## src/rtl/key_mmio_irq.sv

```systemverilog
// key_mmio_irq: keyboard MMIO slave and interrupt source for the riscv64 core.
// Key bytes from the scanner are queued in a small FIFO. The core reads them
// through a 32-byte register window. An interrupt request with an
// ack / mret handshake tells the core that bytes are waiting.
module key_mmio_irq #(
    parameter logic [63:0] KEY_BASE   = 64'h0000_0000_0000_2000,
    parameter int          FIFO_DEPTH = 8,
    parameter logic [3:0]  IRQ_VEC    = 4'd1
) (
    input  logic        clk,
    input  logic        reset,
    input  logic [63:0] bus_address,
    input  logic [63:0] bus_write_data,
    input  logic        bus_write_enable,
    input  logic        bus_read_enable,
    output logic [63:0] bus_read_data,
    output logic        bus_hit,
    input  logic        key_valid,
    input  logic [7:0]  key_data,
    output logic [3:0]  interrupt_vector,
    input  logic        interrupt_ack,
    input  logic        interrupt_pending
);

    localparam int PTR_W = (FIFO_DEPTH > 1) ? $clog2(FIFO_DEPTH) : 1;
    localparam int CNT_W = PTR_W + 1;
    localparam logic [CNT_W-1:0] FULL_COUNT = CNT_W'(FIFO_DEPTH);

    localparam logic [1:0] OFF_DATA   = 2'd0;
    localparam logic [1:0] OFF_STATUS = 2'd1;
    localparam logic [1:0] OFF_CTRL   = 2'd2;

    typedef enum logic [1:0] {
        IRQ_IDLE,
        IRQ_REQ,
        IRQ_SERVICE
    } irq_state_t;

    logic [7:0]       fifo_mem [FIFO_DEPTH];
    logic [PTR_W-1:0] rd_ptr;
    logic [PTR_W-1:0] wr_ptr;
    logic [CNT_W-1:0] count;
    logic             fifo_empty;
    logic             fifo_full;
    logic             overflow;
    logic             irq_en;

    logic             in_window;
    logic [1:0]       reg_offset;
    logic             txn_busy;
    logic             txn_start;
    logic             wr_txn;
    logic             rd_txn;
    logic             do_pop;
    logic             do_push;
    logic             overflow_set;
    logic             overflow_clear;
    logic [63:0]      status_word;
    logic [63:0]      read_value;

    irq_state_t       irq_state;
    irq_state_t       irq_next;

    logic             unused_bits;

    // Address bits [2:0] and most store-data bits carry no meaning in this window.
    assign unused_bits = ^{bus_address[2:0], bus_write_data[63:11], bus_write_data[9:1]};

    // The window is 32-byte aligned, so the upper address bits are compared directly.
    assign in_window  = (bus_address[63:5] == KEY_BASE[63:5]);
    assign reg_offset = bus_address[4:3];
    assign bus_hit    = in_window && (bus_read_enable || bus_write_enable);

    // A transaction is the first cycle of a hit. A write wins over a simultaneous read.
    assign txn_start = bus_hit && !txn_busy;
    assign wr_txn    = txn_start && bus_write_enable;
    assign rd_txn    = txn_start && bus_read_enable && !bus_write_enable;

    assign fifo_empty = (count == '0);
    assign fifo_full  = (count == FULL_COUNT);

    // A DATA read with an empty FIFO has no side effect.
    // A push into a full FIFO succeeds only when a pop makes room on the same edge.
    assign do_pop         = rd_txn && (reg_offset == OFF_DATA) && !fifo_empty;
    assign do_push        = key_valid && (!fifo_full || do_pop);
    assign overflow_set   = key_valid && fifo_full && !do_pop;
    assign overflow_clear = wr_txn && (reg_offset == OFF_STATUS) && bus_write_data[10];

    assign status_word = {53'd0, overflow, fifo_full, fifo_empty, 8'(count)};

    // Tracks whether the current hit has already been consumed.
    // Dropping the enables or leaving the window re-arms it.
    always_ff @(posedge clk or negedge reset) begin
        if (!reset) begin
            txn_busy <= 1'b0;
        end else begin
            txn_busy <= bus_hit;
        end
    end

    // Selects the register image returned for a read transaction.
    always_comb begin
        read_value = '0;
        case (reg_offset)
            OFF_DATA: begin
                if (!fifo_empty) begin
                    read_value = {56'd0, fifo_mem[rd_ptr]};
                end
            end
            OFF_STATUS: read_value = status_word;
            OFF_CTRL:   read_value = {63'd0, irq_en};
            default:    read_value = '0;
        endcase
    end

    // Load data is captured on the starting edge and held until the next read.
    always_ff @(posedge clk or negedge reset) begin
        if (!reset) begin
            bus_read_data <= '0;
        end else if (rd_txn) begin
            bus_read_data <= read_value;
        end
    end

    // FIFO storage. The contents need no reset because pointers and count define validity.
    always_ff @(posedge clk) begin
        if (do_push) begin
            fifo_mem[wr_ptr] <= key_data;
        end
    end

    // Pointers wrap naturally because the depth is a power of two.
    // The count changes only when exactly one of push and pop happens.
    always_ff @(posedge clk or negedge reset) begin
        if (!reset) begin
            rd_ptr <= '0;
            wr_ptr <= '0;
            count  <= '0;
        end else begin
            if (do_pop) begin
                rd_ptr <= rd_ptr + 1'b1;
            end
            if (do_push) begin
                wr_ptr <= wr_ptr + 1'b1;
            end
            case ({do_push, do_pop})
                2'b10:   count <= count + 1'b1;
                2'b01:   count <= count - 1'b1;
                default: count <= count;
            endcase
        end
    end

    // The sticky overflow flag wins over a clear on the same edge.
    always_ff @(posedge clk or negedge reset) begin
        if (!reset) begin
            overflow <= 1'b0;
        end else if (overflow_set) begin
            overflow <= 1'b1;
        end else if (overflow_clear) begin
            overflow <= 1'b0;
        end
    end

    // The interrupt enable bit is written through CTRL bit 0.
    always_ff @(posedge clk or negedge reset) begin
        if (!reset) begin
            irq_en <= 1'b0;
        end else if (wr_txn && (reg_offset == OFF_CTRL)) begin
            irq_en <= bus_write_data[0];
        end
    end

    // Interrupt handshake state register.
    always_ff @(posedge clk or negedge reset) begin
        if (!reset) begin
            irq_state <= IRQ_IDLE;
        end else begin
            irq_state <= irq_next;
        end
    end

    // Request while enabled bytes wait. Wait in SERVICE until the core's mret drops pending.
    always_comb begin
        irq_next = irq_state;
        case (irq_state)
            IRQ_IDLE: begin
                if (irq_en && !fifo_empty) begin
                    irq_next = IRQ_REQ;
                end
            end
            IRQ_REQ: begin
                if (interrupt_ack) begin
                    irq_next = IRQ_SERVICE;
                end else if (!irq_en || fifo_empty) begin
                    irq_next = IRQ_IDLE;
                end
            end
            IRQ_SERVICE: begin
                if (!interrupt_pending) begin
                    irq_next = IRQ_IDLE;
                end
            end
            default: irq_next = IRQ_IDLE;
        endcase
    end

    // The vector is registered from the next state, so it follows the condition by one edge.
    always_ff @(posedge clk or negedge reset) begin
        if (!reset) begin
            interrupt_vector <= '0;
        end else begin
            interrupt_vector <= (irq_next == IRQ_REQ) ? IRQ_VEC : 4'd0;
        end
    end

endmodule

```

## config.mk

```make
export PLATFORM = sky130hd
export DESIGN_NAME = key_mmio_irq
export DESIGN_NICKNAME = d
export VERILOG_FILES = /design/src/rtl/key_mmio_irq.sv
export SDC_FILE = /design/constraint.sdc
export NUM_CORES = 1
export LEC_CHECK = 0
export CAP_MARGIN = 15
export CORE_UTILIZATION = 43
export CTS_BUF_LIST = sky130_fd_sc_hd__clkbuf_4 sky130_fd_sc_hd__clkbuf_8
export DETAILED_ROUTE_END_ITERATION = 10
export PLACE_DENSITY = 0.94
export SKIP_CTS_REPAIR_TIMING = 1
export SYNTH_ARGS = -nofsm -noshare
export SYNTH_HDL_FRONTEND = slang
export SYNTH_SLANG_ARGS = --single-unit
export TNS_END_PERCENT = 50
```

## constraint.sdc

```tcl
create_clock -name clk -period 3.5 [get_ports clk]
set_clock_uncertainty 0.1 [all_clocks]
set_input_delay 0.875 -clock clk [delete_from_list [all_inputs] [get_ports clk]]
set_output_delay 0.875 -clock clk [all_outputs]
set_load 0.02 [all_outputs]
```

==> flow_summary.yaml, run 1 <==
outcome:
  status: "finished, final reports clean"
die:
  start_util_pct: 44.5
  chipWidth_um: 105
  dieArea_um2: 11100
  boundaryPins: 212
  coreArea_um2: 10300
  dieHeight_um: 105
  rows: 37
clocking:
  clkLatencyLatePin_ns: 0.36
  clock_sinks: 91
  cts_buffer_depth: 2
  clk_root_buffer_cell: "clkbuf_8"
  cts_tree: "yes"
  cts-htree-levels: 3
  cts_made_buffers: 9
  cts.clk_slew.worst_paths_ns: 0.10
logic_synthesis:
  synth_top_family_by_area: "multiplexers"
  synthMuxAreaShare_pct: 13.0
  synth_cells: 321
  synth_compound_area_share_pct: 3.76
  syn-mean-instance-area_um2: 14.3
  ys_top_cells_by_area: "edfxtp_1 (42%), dfrtp_1 (15%), buf_4 (9.5%), mux4_2 (7.8%), nor4_1 (3.5%)"
  post-synth-top-count-cell: "edfxtp_1"
  synthSimpleGateAreaFrac_pct: 12.0
  synth_top_flop_cell: "edfxtp_1"
  synth_top_area_share_pct: 41.8
  async_flop_share_pct: 29.7
  yosysWarnings: 0
  synth_edf_count: 64
  synthXorXnorAreaFrac_pct: 1.14
  synth_common_cells: "edfxtp_1 (64), buf_4 (58), dfrtp_1 (27)"
  synth_seq_cells: 91
  syn-cell-area_um2: 4590
  yosys.area.top_type: "edfxtp_1"
  synth_adder_area_share_pct: 1.80
  ys_types: 52
  ys_seq_area_share_pct: 56.6
cells_and_area:
  antenna-diode-count: 0
  area_delta_synth_final_pct: 27.2
  final_cells: 577
  drive_gt1_share_pct: 20.2
  nNetsFinal: 585
  final_core_util_pct: 56.6
  fill_cells: 764
sta:
  worst_slack_ns: 0.0194
  slew_headroom_pct: 48.1
  period_needed_ns: 3.48
  min_period_over_period_pct: 99.4
  hold_ws_ns: 0.422
  finalHoldViolCount: 0
  finalSetupTns_ns: 0
  grt_setup_unrepaired: "true"
  tightest_slew_ns: 0.779
  final-setup-viol-count: 0
  slew_violations: 0
  fmax_ghz: 0.287
worst_setup_path:
  path_max_fanout: 2
  r2r_end: "count[3]"
  end_kind: "flop"
  critical_path_class: "input port to flop"
  cp.arrival_ns: 3.63
  worstRegToRegCells: 11
  cp-start-kind: "input port"
  r2r_slack_ns: 0.56
  crit_path_start: "bus_address[13]"
  crit_required_ns: 3.65
  reg2reg_from: "count[2]"
  endpoint: "count[3]"
global_routing:
  grt_max_degree: 28
  grt_pass1_wl_um: 15900
  first_global_vias: 3036
  antenna_found_initial: 0
  grtUsageTotal_pct: 18.8
  overflow: 0
placed_design:
  gp_congestion: 0.843
  place_ws_ns: -0.431
  dpl.cell_count: 559
  port_buffers: 90
  place_hpwl_um: 7490
route:
  drt-pass1-iter-count: 4
  ant_nets: 0
  vias_per_cell: 5.26
  wl_per_cell_um: 17.3
  first_iter_violations: 147
  vias: 3035
  wl_um: 9970
  drc_errors: 0
power_and_ir_drop:
  peakVddDrop_v: 0.000290
  power_leakage_uw: 0.00226
  powerDensity_nw_per_um2: 470
min_path:
  min_path_type: "flop to flop"
job:
  cap_violations: 0
## cells in the final DEF, fill, tap and decap left out, types with 2 or more instances in the layout
cell type / Yosys / layout
nor2b_1: 3 / 3
clkbuf_8: 0 / 9
clkdlybuf4s50_1: 0 / 87
ha_1: 5 / 3
conb_1: 1 / 56
o2111ai_1: 2 / 2
nand2_1: 11 / 11
dfrtp_1: 27 / 27
xnor2_1: 4 / 4
nor4_2: 3 / 6
nand2_2: 2 / 2
a21o_1: 2 / 2
o21ai_1: 1 / 2
mux2i_1: 9 / 9
nor2_1: 11 / 11
o221ai_1: 2 / 2
clkinv_8: 0 / 2
mux2_4: 9 / 9
xor2_1: 2 / 2
nor4_1: 26 / 20
nor4b_1: 2 / 2
mux4_2: 16 / 16
and4b_1: 2 / 2
inv_8: 0 / 2
inv_1: 8 / 8
dlymetal6s2s_1: 0 / 2
nor3_1: 2 / 2
nand2b_1: 3 / 3
buf_4: 58 / 26
a221o_1: 3 / 3
edfxtp_1: 64 / 64
and3_1: 4 / 4
nand4_1: 7 / 7
a211o_1: 2 / 2
nor4_4: 1 / 4
nand3_1: 2 / 2
## sequential cells by signal, summed over array words and instances, names as in the netlist
name / count
fifo_mem: 64
bus_read_data: 11
count: 4
rd_ptr: 3
wr_ptr: 3
irq_state: 2
interrupt_vector: 1
irq_en: 1
overflow: 1
txn_busy: 1
## critical path, stage by stage
cell,delay (ns)
clkdlybuf4s50_1,0.49
nor4b_1,0.31
nand4_1,0.22
nor4_4,0.39
a21boi_4,0.09
nand2b_1,0.15
ha_2,0.19
ha_1,0.27
a21o_1,0.19
a21oi_2,0.13
xnor2_1,0.13
nor2_1,0.06
xor2_1,0.14
## per-stage QoR
step	total power (uW)	area (um^2)
after floorplan	1830	4810
after global placement	1990	5550
after detailed placement	2050	5550
after CTS	2740	5750
after global routing	2880	5840
final	2750	5840
## layout make-up
type / instances / area [um^2] / share of cell area, %
clock inverters: 7 / 80.1 / 1.37
inverters: 8 / 30.0 / 0.514
well taps: 136 / 170 / 2.91
repair buffers: 116 / 1100 / 18.8
clock buffers: 9 / 124 / 2.12
multi-input cells: 210 / 1750 / 29.9
flip-flops and latches: 91 / 2600 / 44.4
## per-layer routing
layer / GRT usage, % / vias to the layer above / part of all wire, %
li1: - / 1351 / -
met1: 21.9 / 1508 / 38
met2: 33.2 / 156 / 54
met3: 5.44 / 20 / 6.8
met4: 6.24 / 0 / 1.7
met5: 0 / - / 0
## cells by family (layout without fill, tap and decap cells)
kind of cell	Yosys count	after routing
xor gates and xnor gates	6	6
and+or+nand+nor	86	86
buffers and inverters	75	140
muxes	35	35
other	1	56
DFF	91	91
AOI/OAI and AO/OA	21	21
adders and majority gates	6	6
## worst min-delay path by stage
stage | start | to | slack, ns | depth (start not counted)
after floorplan | irq_state[1] | irq_state[1] | 0.37 | 1
after global placement | irq_state[1] | irq_state[1] | 0.39 | 1
after detailed placement | bus_read_data[6] | bus_read_data[6] | 0.41 | 1
after CTS | irq_state[1] | irq_state[1] | 0.42 | 1
after global routing | bus_read_data[3] | bus_read_data[3] | 0.44 | 1
final | irq_state[1] | irq_state[1] | 0.42 | 1
## power by group
group | total, uW | switching, uW | internal, uW
Combinational | 633 | 348 | 286
Clock | 691 | 408 | 283
Sequential | 1420 | 107 | 1310
Total | 2750 | 863 | 1880
Note: power is estimated with default switching activity, not from simulation.
==> run 2, diff against run 1 <==
Settings changed: PLACE_DENSITY 0.94 to 0.83.
==> run 2 against run 1 <==
The run now ends with setup timing left. Combinational power rose by 2%. Non-clock buffer count increased by 3. Sequential share of layout area decreased by 1.0 points. Die area stayed put. Clock power decreased by 7.1%. Cell area up 2.4%. Wire length increased by 6.0%. Cell count up 0.52%. Critical endpoint unchanged. Highest routed layer unchanged.
==> flow_summary.yaml, run 2 (same netlist as run 1, synthesis figures left out) <==
cells_and_area:
  final_core_util_pct: 57.9
  seqCellArea_um2: 2600
  area_delta_synth_final_pct: 30.2
  top_regs: "fifo_mem: 64 flops, bus_read_data: 11 flops, count: 4 flops"
  design_area_um2: 5980
  fill_cells: 790
  final_cells: 580
  final_cell_mix: "clkdlybuf4s50_1 (68), edfxtp_1 (64), conb_1 (56)"
  nNetsFinal: 588
  largest-register: "fifo_mem"
  multi_input_area_um2: 1840
  largest_register_ffs: 64
  drive_gt1_share_pct: 23.0
  final_common_cell: "clkdlybuf4s50_1"
die:
  boundaryPins: 212
  dieHeight_um: 105
  dieArea_um2: 11100
  start_util_pct: 44.5
  coreArea_um2: 10300
  rows: 37
  chipWidth_um: 105
global_routing:
  grt_pass1_wl_um: 16100
  grt_max_degree: 28
  antenna_found_initial: 1
  overflow: 0
  grtUsageTotal_pct: 19.2
  first_global_vias: 3095
route:
  vias_per_cell: 5.20
  drt-pass1-iter-count: 4
  ant_nets: 0
  first_iter_violations: 185
  wl_um: 10600
  drc_errors: 0
  vias: 3018
  wl_per_cell_um: 18.2
clocking:
  clkLatencyLatePin_ns: 0.36
  clk_root_buffer_cell: "clkbuf_8"
  cts_made_buffers: 9
  clock_sinks: 91
  cts_tree: "yes"
  cts.clk_slew.worst_paths_ns: 0.09
  cts_buffer_depth: 2
  cts-htree-levels: 3
power_and_ir_drop:
  power_leakage_uw: 0.00248
  peakVddDrop_v: 0.000223
  powerDensity_nw_per_um2: 453
  total_power_uw: 2710
placed_design:
  dpl.cell_count: 558
  place_hpwl_um: 7480
  postPlaceCellArea_um2: 5540
  port_buffers: 90
  gp_congestion: 0.823
  place_ws_ns: -0.500
sta:
  worst_slack_ns: -0.00692
  min_period_over_period_pct: 100
  period_needed_ns: 3.51
  final-setup-viol-count: 1
  slew_headroom_pct: 47.6
  slew_violations: 0
  finalHoldViolCount: 0
  tightest_slew_ns: 0.787
  fmax_ghz: 0.285
worst_setup_path:
  max_stage_delay_ns: 0.46
  crit_required_ns: 3.65
  critical_path_class: "input port to flop"
  path_max_fanout: 2
  cp-start-kind: "input port"
  end_kind: "flop"
  crit_chain: "clkdlybuf4s50_1, nor4_1, nand4_1, nor4_4, a21boi_4, nand2b_4, ha_4, ha_1, a21o_1, a21oi_2, xnor2_1, nor2_1, xor2_1"
  crit_slowest_cell: "clkdlybuf4s50_1"
  cp.arrival_ns: 3.66
min_path:
  min_path_type: "flop to flop"
outcome:
  violations: "setup timing"
  status: "finished with violations"
job:
  cap_violations: 0
run 2: changes by cell type in the layout (fill, tap and decap cells not counted), sizes merged:
cell           change
clkdlybuf4s50     -19
diode              +1
clkbuf             -1
buf                +3
dlymetal6s2s      +20
clkinv             -1
run 2: layer usage:
| metal | vias to the layer above | part of all wire, % | GRT usage (%) |
|---|---|---|---|
| li1 | 1358 | - | - |
| met1 | 1493 | 38 | 22.9 |
| met2 | 147 | 54 | 34.4 |
| met3 | 20 | 5.7 | 4.39 |
| met4 | 0 | 2.2 | 5.63 |
| met5 | - | 0 | 0 |
run 2: worst paths after layout:
path	endpoint	slack, ns	depth (start not counted)	from
min reg2reg	bus_read_data[0]	0.41	1	bus_read_data[0]
min	bus_read_data[0]	0.41	1	bus_read_data[0]
max in group asynchronous	rd_ptr[0]	2.24	2	reset
max reg2reg	count[3]	0.57	11	count[2]
max	count[3]	-0.007	13	bus_address[19]
min in group asynchronous	rd_ptr[1]	0.79	2	reset
run 2: final cells by class:
type                            count  share of cell area (%)
Antenna cell                        1                  0.0418
Tap cell                          136                    2.84
Clock inverter                      6                   0.816
Timing Repair Buffer              119                    19.6
Clock buffer                        9                    2.07
Inverter                            8                   0.502
Sequential cell                    91                    43.4
Multi-Input combinational cell    210                    30.7
run 2: power breakdown:
part,switching [uW],total [uW],leakage (uW),internal (uW)
Sequential,106,1420,0.000924,1310
Clock,379,642,0.0000857,263
Combinational,355,646,0.00147,292
run 2: critical path: cells and delay by family:
kind	cells	cell delay, ns
AO/OA/AOI/OAI	3	0.43
XOR/XNOR	2	0.27
adder cells (fa/ha/maj)	2	0.44
buffers and inverters	1	0.46
AND/OR/NAND/NOR	5	1.18
run 2: through the flow:
step | hold WS (ns) | TNS, ns
2_1_floorplan | 0.366 | 0
3_3_place_gp | 0.389 | -1.41
3_5_place_dp | 0.399 | -1.57
4_1_cts | 0.419 | -0.629
5_1_grt | 0.442 | -0.248
6_report | 0.414 | -0.00692
